--- src/rtl/btn_debounce_multi.sv ---
// Multi-channel push-button conditioner: synchroniser, integrating debounce,
// press/release pulses, long-press detection and optional auto-repeat.
module btn_debounce_multi #(
  parameter int unsigned CHANNELS    = 4,
  parameter int unsigned SYNC_STAGES = 2,
  parameter int unsigned FILT_PRDS   = 1000,
  parameter int unsigned LONG_PRDS   = 100000,
  parameter int unsigned REPEAT_PRDS = 0,
  parameter int unsigned ACTIVE_LOW  = 0
) (
  input  logic                clk,
  input  logic                rst,
  input  logic                tick_i,
  input  logic [CHANNELS-1:0] btn_i,
  output logic [CHANNELS-1:0] btn_o,
  output logic [CHANNELS-1:0] press_o,
  output logic [CHANNELS-1:0] release_o,
  output logic [CHANNELS-1:0] long_o,
  output logic [CHANNELS-1:0] repeat_o
);

  localparam int unsigned FILT_W = $clog2(FILT_PRDS + 1);
  localparam int unsigned HOLD_W = (LONG_PRDS > 0) ? $clog2(LONG_PRDS + 1) : 1;
  localparam int unsigned REP_W  = (REPEAT_PRDS > 0) ? $clog2(REPEAT_PRDS + 1) : 1;
  localparam logic        PIN_IDLE = (ACTIVE_LOW != 0);

  generate
    if (FILT_PRDS < 1 || SYNC_STAGES < 2) begin : g_param_check
      $fatal(1, "btn_debounce_multi: FILT_PRDS must be >=1 and SYNC_STAGES >=2");
    end
  endgenerate

  logic [SYNC_STAGES-1:0] sync_q   [CHANNELS];
  logic [FILT_W-1:0]      filt_cnt [CHANNELS];
  logic [HOLD_W-1:0]      hold_cnt [CHANNELS];
  logic [REP_W-1:0]       rep_cnt  [CHANNELS];
  logic [CHANNELS-1:0]    s_c;
  logic [CHANNELS-1:0]    accept_c;

  // Synchronised, polarity-corrected level and "new level accepted this clk"
  always_comb begin
    s_c      = '0;
    accept_c = '0;
    for (int i = 0; i < int'(CHANNELS); i++) begin
      s_c[i]      = sync_q[i][SYNC_STAGES-1] ^ PIN_IDLE;
      accept_c[i] = (s_c[i] != btn_o[i]) && tick_i &&
                    (filt_cnt[i] == FILT_W'(FILT_PRDS - 1));
    end
  end

  always_ff @(posedge clk or posedge rst) begin
    if (rst) begin
      btn_o     <= '0;
      press_o   <= '0;
      release_o <= '0;
      long_o    <= '0;
      repeat_o  <= '0;
      for (int i = 0; i < int'(CHANNELS); i++) begin
        sync_q[i]   <= {SYNC_STAGES{PIN_IDLE}};
        filt_cnt[i] <= '0;
        hold_cnt[i] <= '0;
        rep_cnt[i]  <= '0;
      end
    end else begin
      for (int i = 0; i < int'(CHANNELS); i++) begin
        sync_q[i]    <= {sync_q[i][SYNC_STAGES-2:0], btn_i[i]};
        press_o[i]   <= accept_c[i] && !btn_o[i];
        release_o[i] <= accept_c[i] && btn_o[i];
        long_o[i]    <= 1'b0;
        repeat_o[i]  <= 1'b0;

        // Integrating filter: any agreement with the current level restarts the count
        if (s_c[i] == btn_o[i]) begin
          filt_cnt[i] <= '0;
        end else if (tick_i) begin
          if (accept_c[i]) begin
            btn_o[i]    <= s_c[i];
            filt_cnt[i] <= '0;
          end else begin
            filt_cnt[i] <= filt_cnt[i] + FILT_W'(1);
          end
        end

        // Hold/repeat timing; a level change in this clk (press or release) clears it
        if (LONG_PRDS == 0 || !btn_o[i] || accept_c[i]) begin
          hold_cnt[i] <= '0;
          rep_cnt[i]  <= '0;
        end else if (tick_i) begin
          if (hold_cnt[i] != HOLD_W'(LONG_PRDS)) begin
            hold_cnt[i] <= hold_cnt[i] + HOLD_W'(1);
            if (hold_cnt[i] == HOLD_W'(LONG_PRDS - 1)) begin
              long_o[i] <= 1'b1;
            end
          end else if (REPEAT_PRDS > 0) begin
            if (rep_cnt[i] == REP_W'(REPEAT_PRDS - 1)) begin
              repeat_o[i] <= 1'b1;
              rep_cnt[i]  <= '0;
            end else begin
              rep_cnt[i] <= rep_cnt[i] + REP_W'(1);
            end
          end
        end
      end
    end
  end

endmodule

--- config.mk ---
export PLATFORM = sky130hd
export DESIGN_NAME = btn_debounce_multi
export DESIGN_NICKNAME = d
export VERILOG_FILES = /design/src/rtl/btn_debounce_multi.sv
export SDC_FILE = /design/constraint.sdc
export NUM_CORES = 1
export LEC_CHECK = 0
export BUFFER_PORTS_ARGS = -buffer_cell sky130_fd_sc_hd__buf_2
export CORE_ASPECT_RATIO = 1.1
export CORE_MARGIN = 5
export CORE_UTILIZATION = 64
export CTS_BUF_LIST = sky130_fd_sc_hd__clkbuf_8
export CTS_CLUSTER_SIZE = 24
export DETAILED_ROUTE_END_ITERATION = 10
export PLACE_DENSITY = 0.84
export SKIP_LAST_GASP = 1
export SLEW_MARGIN = 20
export SYNTH_ARGS = -nofsm -noshare
export SYNTH_HDL_FRONTEND = slang
export SYNTH_SLANG_ARGS = --single-unit
export TNS_END_PERCENT = 5
--- constraint.sdc ---
create_clock -name clk -period 4.2 [get_ports clk]
set_input_delay 0.21 -clock clk [delete_from_list [all_inputs] [get_ports clk]]
set_output_delay 0.21 -clock clk [all_outputs]
set_load 0.02 [all_outputs]
==> After elaboration in Yosys (flattened, before gate mapping) <==
Cells that the tools add are included.
Widths: inputs -> output; s select.
{ "totals": {"reg_bits": 132, "out_inout_bits": 20} }
{ "op_classes": {"reduce_logical": 44, "bitwise": 4, "n_mux": 40, "eq_ne": 20, "addsub": 8} }
{ "op_table": {"columns": ["operator", "count"], "rows": [
  ["$mux 17", 12],
  ["$mux 10", 12],
  ["$add 17x1->17 const B", 4],
  ["$eq 17x17->1 const B", 4],
  ["$ne 17x17->1 const B", 4],
  ["$add 10x1->10 const B", 4],
  ["$eq 10x10->1 const B", 4],
  ["$reduce_bool 2->1", 12],
  ["$logic_and 1x1->1", 16],
  ["$mux 1", 16],
  ["$reduce_and 3->1", 4],
  ["$reduce_and 2->1", 4],
  ["$eq 1x1->1", 4],
  ["$logic_not 1->1", 4],
  ["$logic_or 1x1->1", 4],
  ["$ne 1x1->1", 4],
  ["$not 1->1", 4]
]} }

==> Depth between registers and ports, before layout <==
Gate-level depths: netlist of run 1.
{ "logic_depth": {"ltp_word": 6, "ltp_mapped": 7} }

==> Worst setup path after synthesis of run 1 <==
Ideal clock, no wire load.
{ "synth_timing": {"path_kind": "register -> register", "from": "reg filt_cnt[0] in the netlist's numbering", "to": "reg hold_cnt[0] in the netlist's numbering", "synth_period_minus_slack_ps": 1724, "setup_time_ps": 119, "stages_incl_launch_ff": 8, "arrival_time_ps": 1605, "required_ps": 4081, "path_buffers": 2, "setup_slack_ps": 2476, "cell_sequence": "dfrtp_1 ha_1 nand4_1 nor4_4 a31o_2 buf_2 buf_4 nor2_1"} }
{ "synth_between": {"elab_chain_cells": 5, "word_cells_on_any_way": 7} }
{ "synth_rtl": {"columns": ["item", "line_no", "text"], "rows": [
  ["start, declared", "34", "logic [FILT_W-1:0] filt_cnt [CHANNELS];"],
  ["start signal, assigned by index", "80", "filt_cnt[i] <= filt_cnt[i] + FILT_W'(1);"],
  ["$eq 10x10->1 (*)", "47", "(filt_cnt[i] == FILT_W'(FILT_PRDS - 1));"],
  ["$logic_and 1x1->1 (*)", "46", "accept_c[i] = (s_c[i] != btn_o[i]) && tick_i &&"],
  ["$logic_or 1x1->1 (*)", "85", "if (LONG_PRDS == 0 || !btn_o[i] || accept_c[i]) begin"],
  ["$reduce_bool 2->1 (no line)", null, null],
  ["$reduce_and 2->1 (no line)", null, null],
  ["end signal, assigned by index", "90", "hold_cnt[i] <= hold_cnt[i] + HOLD_W'(1);"],
  ["end, declared", "35", "logic [HOLD_W-1:0] hold_cnt [CHANNELS];"]
]} }
Every way passes the cells marked *; elsewhere a longest branch is shown, timed or not.
A chain may end at the register's enable or synchronous reset.

==> Worst setup path after layout of run 1 <==
{ "layout_timing": {"from": "reg filt_cnt[30] in the netlist's numbering", "to": "reg hold_cnt[62] in the netlist's numbering"} }
Same word-level chain as after synthesis.

==> metrics, run 1 <==
final WL=12,700 um; Clock Skew=0.00666 ns; vias per inst=approximately 6.0; CTS HTree Levels=4; drt first-iter violations=365; core area=9980 um2; Post-route DRC=0; Total GRT Usage=between 20% and 30%; # diodes=0; number of global-route vias before repair=4,921; largest area contributor in the netlist=dfrtp_1; asr flop ratio synth=100%; Mean Syn Cell Area=roughly 9.7 um2; Leak=between 3 and 4 nW; post-synthesis sequential area ratio=50.1%; CP arrival=2.45 ns; Commonest cells post-synth=dfrtp_1, nor2_1, nand2_1; share of post-route cells with drive strength above 1=9.60%; Netlist cell types=53; total chip power=0.00247 W; post-synth top area share=50.1%; Die Width=107 um; starting density of the core=66.1%; endpoint class of the critical path=flop; Mapped Cells=681; CTS sink cnt=132; global-route wire length before repair=22,600 um; drt wl/cell=15.1 um; Longest Clk Path Bufs=2; synth warn=0; Die H=roughly 120 um; max-slew violation count=0; Final setup viols=0; Top Ports=27; final worst path period share=51.2%; slew of the pin with the lowest slew margin=0.981 ns; achievable frequency=465 MHz; Tmin final=2.15 ns; worst vdd ir=around 0.00028 V; pre-CTS setup slack=1.65 ns; # nets final=728; CP max FO=18; first-pass iteration count of the detailed router=5; RSZ-0062 raised after global routing=no; CTS-repair resized insts=0; area delta synth->final=8.34%; hpwl dp=8370 um; via count=5,062; critical path class=flop to flop; Clock Latency Late Sink=0.44 ns; CTS Buf Count=17; max cap viols=0; Startpoint Class=flop; most numerous cell in the Yosys netlist=dfrtp_1; Final WS setup=2.05 ns; I/O Buffers=22; cell area after synthesis=6600 um2; synth top area cells=dfrtp_1, xor2_1, nor2_1, nand2_1, nand4_1; required time worst endpoint=4.50 ns; gr ovfl total=0; antenna violations before repair=0; post-route antenna net violation count=0; top_reg_cell synth=dfrtp_1; Final Non-Filler Cells=839; CTS tree=done; Rows=38; EDFF count, synth=0; setup TNS=0 ns; final hold violation count=0; status=finished, final reports clean; placed insts=805; worst min path class=flop to flop; max_slew headroom=34.4%; routability congestion estimate=0.877; fillers=734; pin count of the biggest net entering global routing=48; Synth Register Bits=between 100 and 150; Worst-path clk slew=0.07 ns; Pwr Density=346 nW/um2; clock root cell=clkbuf_8; die area=12,400 um2; Hold Slack=0.349 ns
worst max-delay path, cell delays in order (launching register included):
cell and delay (ns):
dfrtp_1 0.39, ha_1 0.27, nand4b_1 0.18, nor3_2 0.36, nand2_1 0.22, o21ai_4 0.47
nor2_1 0.11
cell type report:
cell class | instances | area (um2) | area share (%)
clock buffer | 20 | 275 | 3.85
timing repair buffer | 30 | 183 | 2.56
multi-input combinational | 511 | 3100 | 43.4
inverter | 17 | 66.3 | 0.928
tap | 120 | 150 | 2.10
clock inverter | 9 | 66.3 | 0.928
sequential | 132 | 3300 | 46.2
final timing paths:
kind,to,cells past startpoint,slack [ns],startpoint
max,hold_cnt[62],6,2.05,filt_cnt[30]
min reg2reg,s_c[2],0,0.35,sync_q[2]
max reg2reg,hold_cnt[62],6,2.05,filt_cnt[30]
min,s_c[2],0,0.35,sync_q[2]
max in group asynchronous,hold_cnt[33],4,2.85,rst
min in group asynchronous,hold_cnt[12],3,0.37,rst
state kept, by name, summed over array words and instances, names as in the netlist:
name,flops
btn_o,4
sync_q,4
release_o,4
long_o,4
s_c,4
filt_cnt,40
hold_cnt,68
press_o,4
metrics by stage:
step           instance area, um2  util (%)
2_1_floorplan                6610         -
3_3_place_gp                 6760      67.7
3_5_place_dp                 6760      67.7
4_1_cts                      7150      71.6
5_1_grt                      7150      71.6
6_report                     7150      71.6
kinds of logic after synthesis:
| family | Yosys count | synth area share [%] |
|---|---|---|
| flops | 132 | 50.1 |
| buf+inv | 41 | 3.05 |
| other cells | 1 | 0.0568 |
| mux | 11 | 1.76 |
| simple gates | 340 | 26.3 |
| xor+xnor | 73 | 9.69 |
| fa+ha+maj | 12 | 2.28 |
| compound gates | 71 | 6.75 |
report_power, final:
group,internal [W],switching [W],leakage (nW),total [W]
Sequential,0.00131,0.0000536,1.80,0.00137
Clock,0.000492,0.000453,0.193,0.000945
Combinational,0.0000611,0.0000990,1.08,0.000160
cell usage in the layout, fill, tap and decap left out, types with 4 or more instances in the layout:
cell,n
a21oi_1,27
a22o_1,4
a311oi_1,5
and2_1,4
and3_1,17
and4_1,5
buf_2,22
clkbuf_8,20
clkinv_2,5
conb_1,4
dfrtp_1,132
dlygate4sd3_1,5
ha_1,12
inv_1,18
mux2_2,5
mux2i_1,6
nand2_1,59
nand3_1,38
nand4_1,35
nand4b_1,4
nor2_1,110
nor3_1,20
nor3b_1,6
nor4_1,4
nor4b_1,5
o21ai_0,22
or3_1,8
or4_1,7
xnor2_1,18
xor2_1,55
timing repair:
action	in CTS	in global routing
setup endpoints to repair	0	0
buffers inserted	0	0
hold buffers	5	0
hold endpoints to repair	45	0
layer usage:
metal / vias to the layer above / wire (um) / global-route usage [%] / part of all wire [%]
met5: - / 0 / 0 / 0
met3: 9 / 583 / 5.69 / 4.6
met4: 0 / 136 / 8.53 / 1.1
met1: 2489 / 5590 / 29.5 / 44
met2: 131 / 6390 / 36.9 / 50
li1: 2433 / - / - / -
(Power assumes the default switching activity.)
==> run 2: changes to the inputs <==
--- a/config.mk
+++ b/config.mk
@@ -8,11 +8,11 @@
 export BUFFER_PORTS_ARGS = -buffer_cell sky130_fd_sc_hd__buf_2
 export CORE_ASPECT_RATIO = 1.1
 export CORE_MARGIN = 5
-export CORE_UTILIZATION = 64
+export CORE_UTILIZATION = 58
 export CTS_BUF_LIST = sky130_fd_sc_hd__clkbuf_8
 export CTS_CLUSTER_SIZE = 24
 export DETAILED_ROUTE_END_ITERATION = 10
-export PLACE_DENSITY = 0.84
+export PLACE_DENSITY = 0.81
 export SKIP_LAST_GASP = 1
 export SLEW_MARGIN = 20
 export SYNTH_ARGS = -nofsm -noshare
==> constraint.sdc (replaced) <==
create_clock -name clk -period 1.7 [get_ports clk]
set_input_delay 0.085 -clock clk [delete_from_list [all_inputs] [get_ports clk]]
set_output_delay 0.085 -clock clk [all_outputs]
set_load 0.02 [all_outputs]
==> metrics, run 2 (synthesis results as in run 1) <==
starting density of the core=59.9% (-6.2 points); max_slew headroom=59.1% (+25 points); Pwr Density=799 nW/um2 (+130%); Tmin final=1.76 ns (-0.388 ns); required time worst endpoint=2.02 ns (-2.48 ns); placed insts=874 (+8.6%); status=finished with violations; hold path cells=5 (+5); Largest regs=hold_cnt (68), filt_cnt (40); I/O Buffers=22 (unchanged); path depth of the worst reg2reg path=5 (-1); CTS tree=done; CTS Buf Count=17 (unchanged); Clock Latency Late Sink=0.45 ns (about the same); Die Width=112 um (+4.6%); CP arrival=2.08 ns (-0.37 ns); post-route antenna net violation count=0 (unchanged); first-pass iteration count of the detailed router=6 (+1); core area=11,000 um2 (+10%); total chip power=0.00613 W (+150%); most frequent cells in the layout=dfrtp_1, nor2_1, nand2_1, xor2_1, buf_4; endpoint class of the critical path=flop; global-route wire length before repair=23,500 um (+4.1%); via count=5,297 (+4.6%); max cap viols=0 (unchanged); Final setup viols=18 (+18); CTS HTree Levels=4 (unchanged); Total GRT Usage=21.1% (-1.5 points); most common cell after layout, fill and taps aside=dfrtp_1; max-slew violation count=0 (unchanged); Startpoint Class=flop; slew of the pin with the lowest slew margin=0.614 ns (-0.368 ns); CP max FO=8 (-10); worst hold start=tick_i; # nets final=777 (+6.7%); worst vdd ir=0.000810 V (+190%); # diodes=0 (unchanged); fillers=827 (+13%); vias per inst=5.79 (-4.0%); Rows=40 (+5.3%); pre-CTS setup slack=-0.0136 ns (-1.67 ns); hpwl dp=9160 um (+9.4%); Hold Slack=0.157 ns (-0.192 ns); CTS sink cnt=132 (unchanged); final hold violation count=0 (unchanged); Final Non-Filler Cells=915 (+9.1%); die area=13,600 um2 (+9.4%); Leak=3.33 nW (+8.6%); clock root cell=clkbuf_8; drt wl/cell=14.8 um (-2.5%); reg2reg start=filt_cnt[10]; Worst-path clk slew=0.07 ns (about the same); worst reg-to-reg setup slack=-0.06 ns (-2.11 ns); Top Ports=27 (unchanged); drt first-iter violations=331 (-9.3%); RSZ-0062 raised after global routing=yes; Worst Hold End=filt_cnt[27]; Largest register FFs=68 (unchanged); share of post-route cells with drive strength above 1=16.5% (+6.9 points); number of global-route vias before repair=5,355 (+8.8%); Post-route DRC=0 (unchanged); achievable frequency=568 MHz (+22%); worst min path class=input pin to flop; Clock Skew=0.00777 ns (+0.00111 ns); final worst path period share=104% (+52 points); gr ovfl total=0 (unchanged); Crit Reg-Reg Endpoint=hold_cnt[19]; antenna violations before repair=0 (unchanged); pin count of the biggest net entering global routing=60 (+25%); Final WS setup=-0.0611 ns (-2.11 ns); final WL=13,500 um (+6.3%); Longest Clk Path Bufs=2 (unchanged); Reg with most FFs=hold_cnt; routability congestion estimate=0.856 (-2.5%); critical path class=flop to flop; Die H=122 um (+4.6%); area delta synth->final=16.3%; failing checks=negative setup slack
==> run 2: power by group <==
group	total (W)	internal (W)	leakage, nW	switching (W)
Clock	0.00231	0.00122	0.193	0.00110
Sequential	0.00337	0.00324	1.80	0.000127
Combinational	0.000452	0.000191	1.34	0.000260
Total	0.00613	0.00465	3.33	0.00148
==> run 2: per-stage QoR <==
step,cell area [um2],TNS (ns),utilization (%)
final,7670,-0.483,69.7
after global routing,7670,-4.32,69.7
after CTS,7550,-0.121,68.6
after detailed placement,7160,-0.0247,65.0
after global placement,7160,0,65.0
after floorplan,6610,-2.93,-
==> run 2: metal layers <==
layer  part of all wire, %  GRT usage (%)  wire length, um
met1                    41           25.0             5560
met2                    52           36.8             6990
met3                   5.4           5.71              726
met4                   1.7           7.76              230
met5                     0              0                0
==> run 2: worst max-delay path, stage by stage (launching register included) <==
cell	delay, ns
dfrtp_1	0.42
ha_4	0.17
nand4b_1	0.17
or4_4	0.64
nand2_4	0.17
a21oi_1	0.07
==> run 2: area by class of cell <==
type | instances | area (um2) | share of cell area [%]
Clock inverter | 9 | 66.3 | 0.864
Tap cell | 147 | 184 | 2.40
Clock buffer | 20 | 275 | 3.59
Timing Repair Buffer | 77 | 586 | 7.63
Multi-Input combinational cell | 513 | 3190 | 41.6
Inverter | 17 | 67.6 | 0.880
Sequential cell | 132 | 3300 | 43.0
==> run 2: how the worst max path moves through the flow <==
stage | depth (start not counted) | slack [ns] | end | startpoint
detailed placement | 5 | -0.01 | long_o[2] | filt_cnt[10]
global placement | 7 | 0.07 | hold_cnt[35] | hold_cnt[34]
CTS | 5 | -0.03 | long_o[2] | filt_cnt[10]
global route | 7 | -0.12 | hold_cnt[4] | filt_cnt[0]
finish | 5 | -0.06 | hold_cnt[19] | filt_cnt[10]
floorplan | 1 | -0.02 | btn_o[0] | rst
==> run 2: repair_timing <==
| action | CTS | global route |
|---|---|---|
| pin swaps | 0 | 6 |
| endpoints found under the hold margin | 24 | 0 |
| setup buffers | 0 | 5 |
| cloned | 0 | 2 |
| endpoints found under the setup margin | 18 | 53 |
| gates resized for setup | 1 | 12 |
| hold buffers | 5 | 0 |
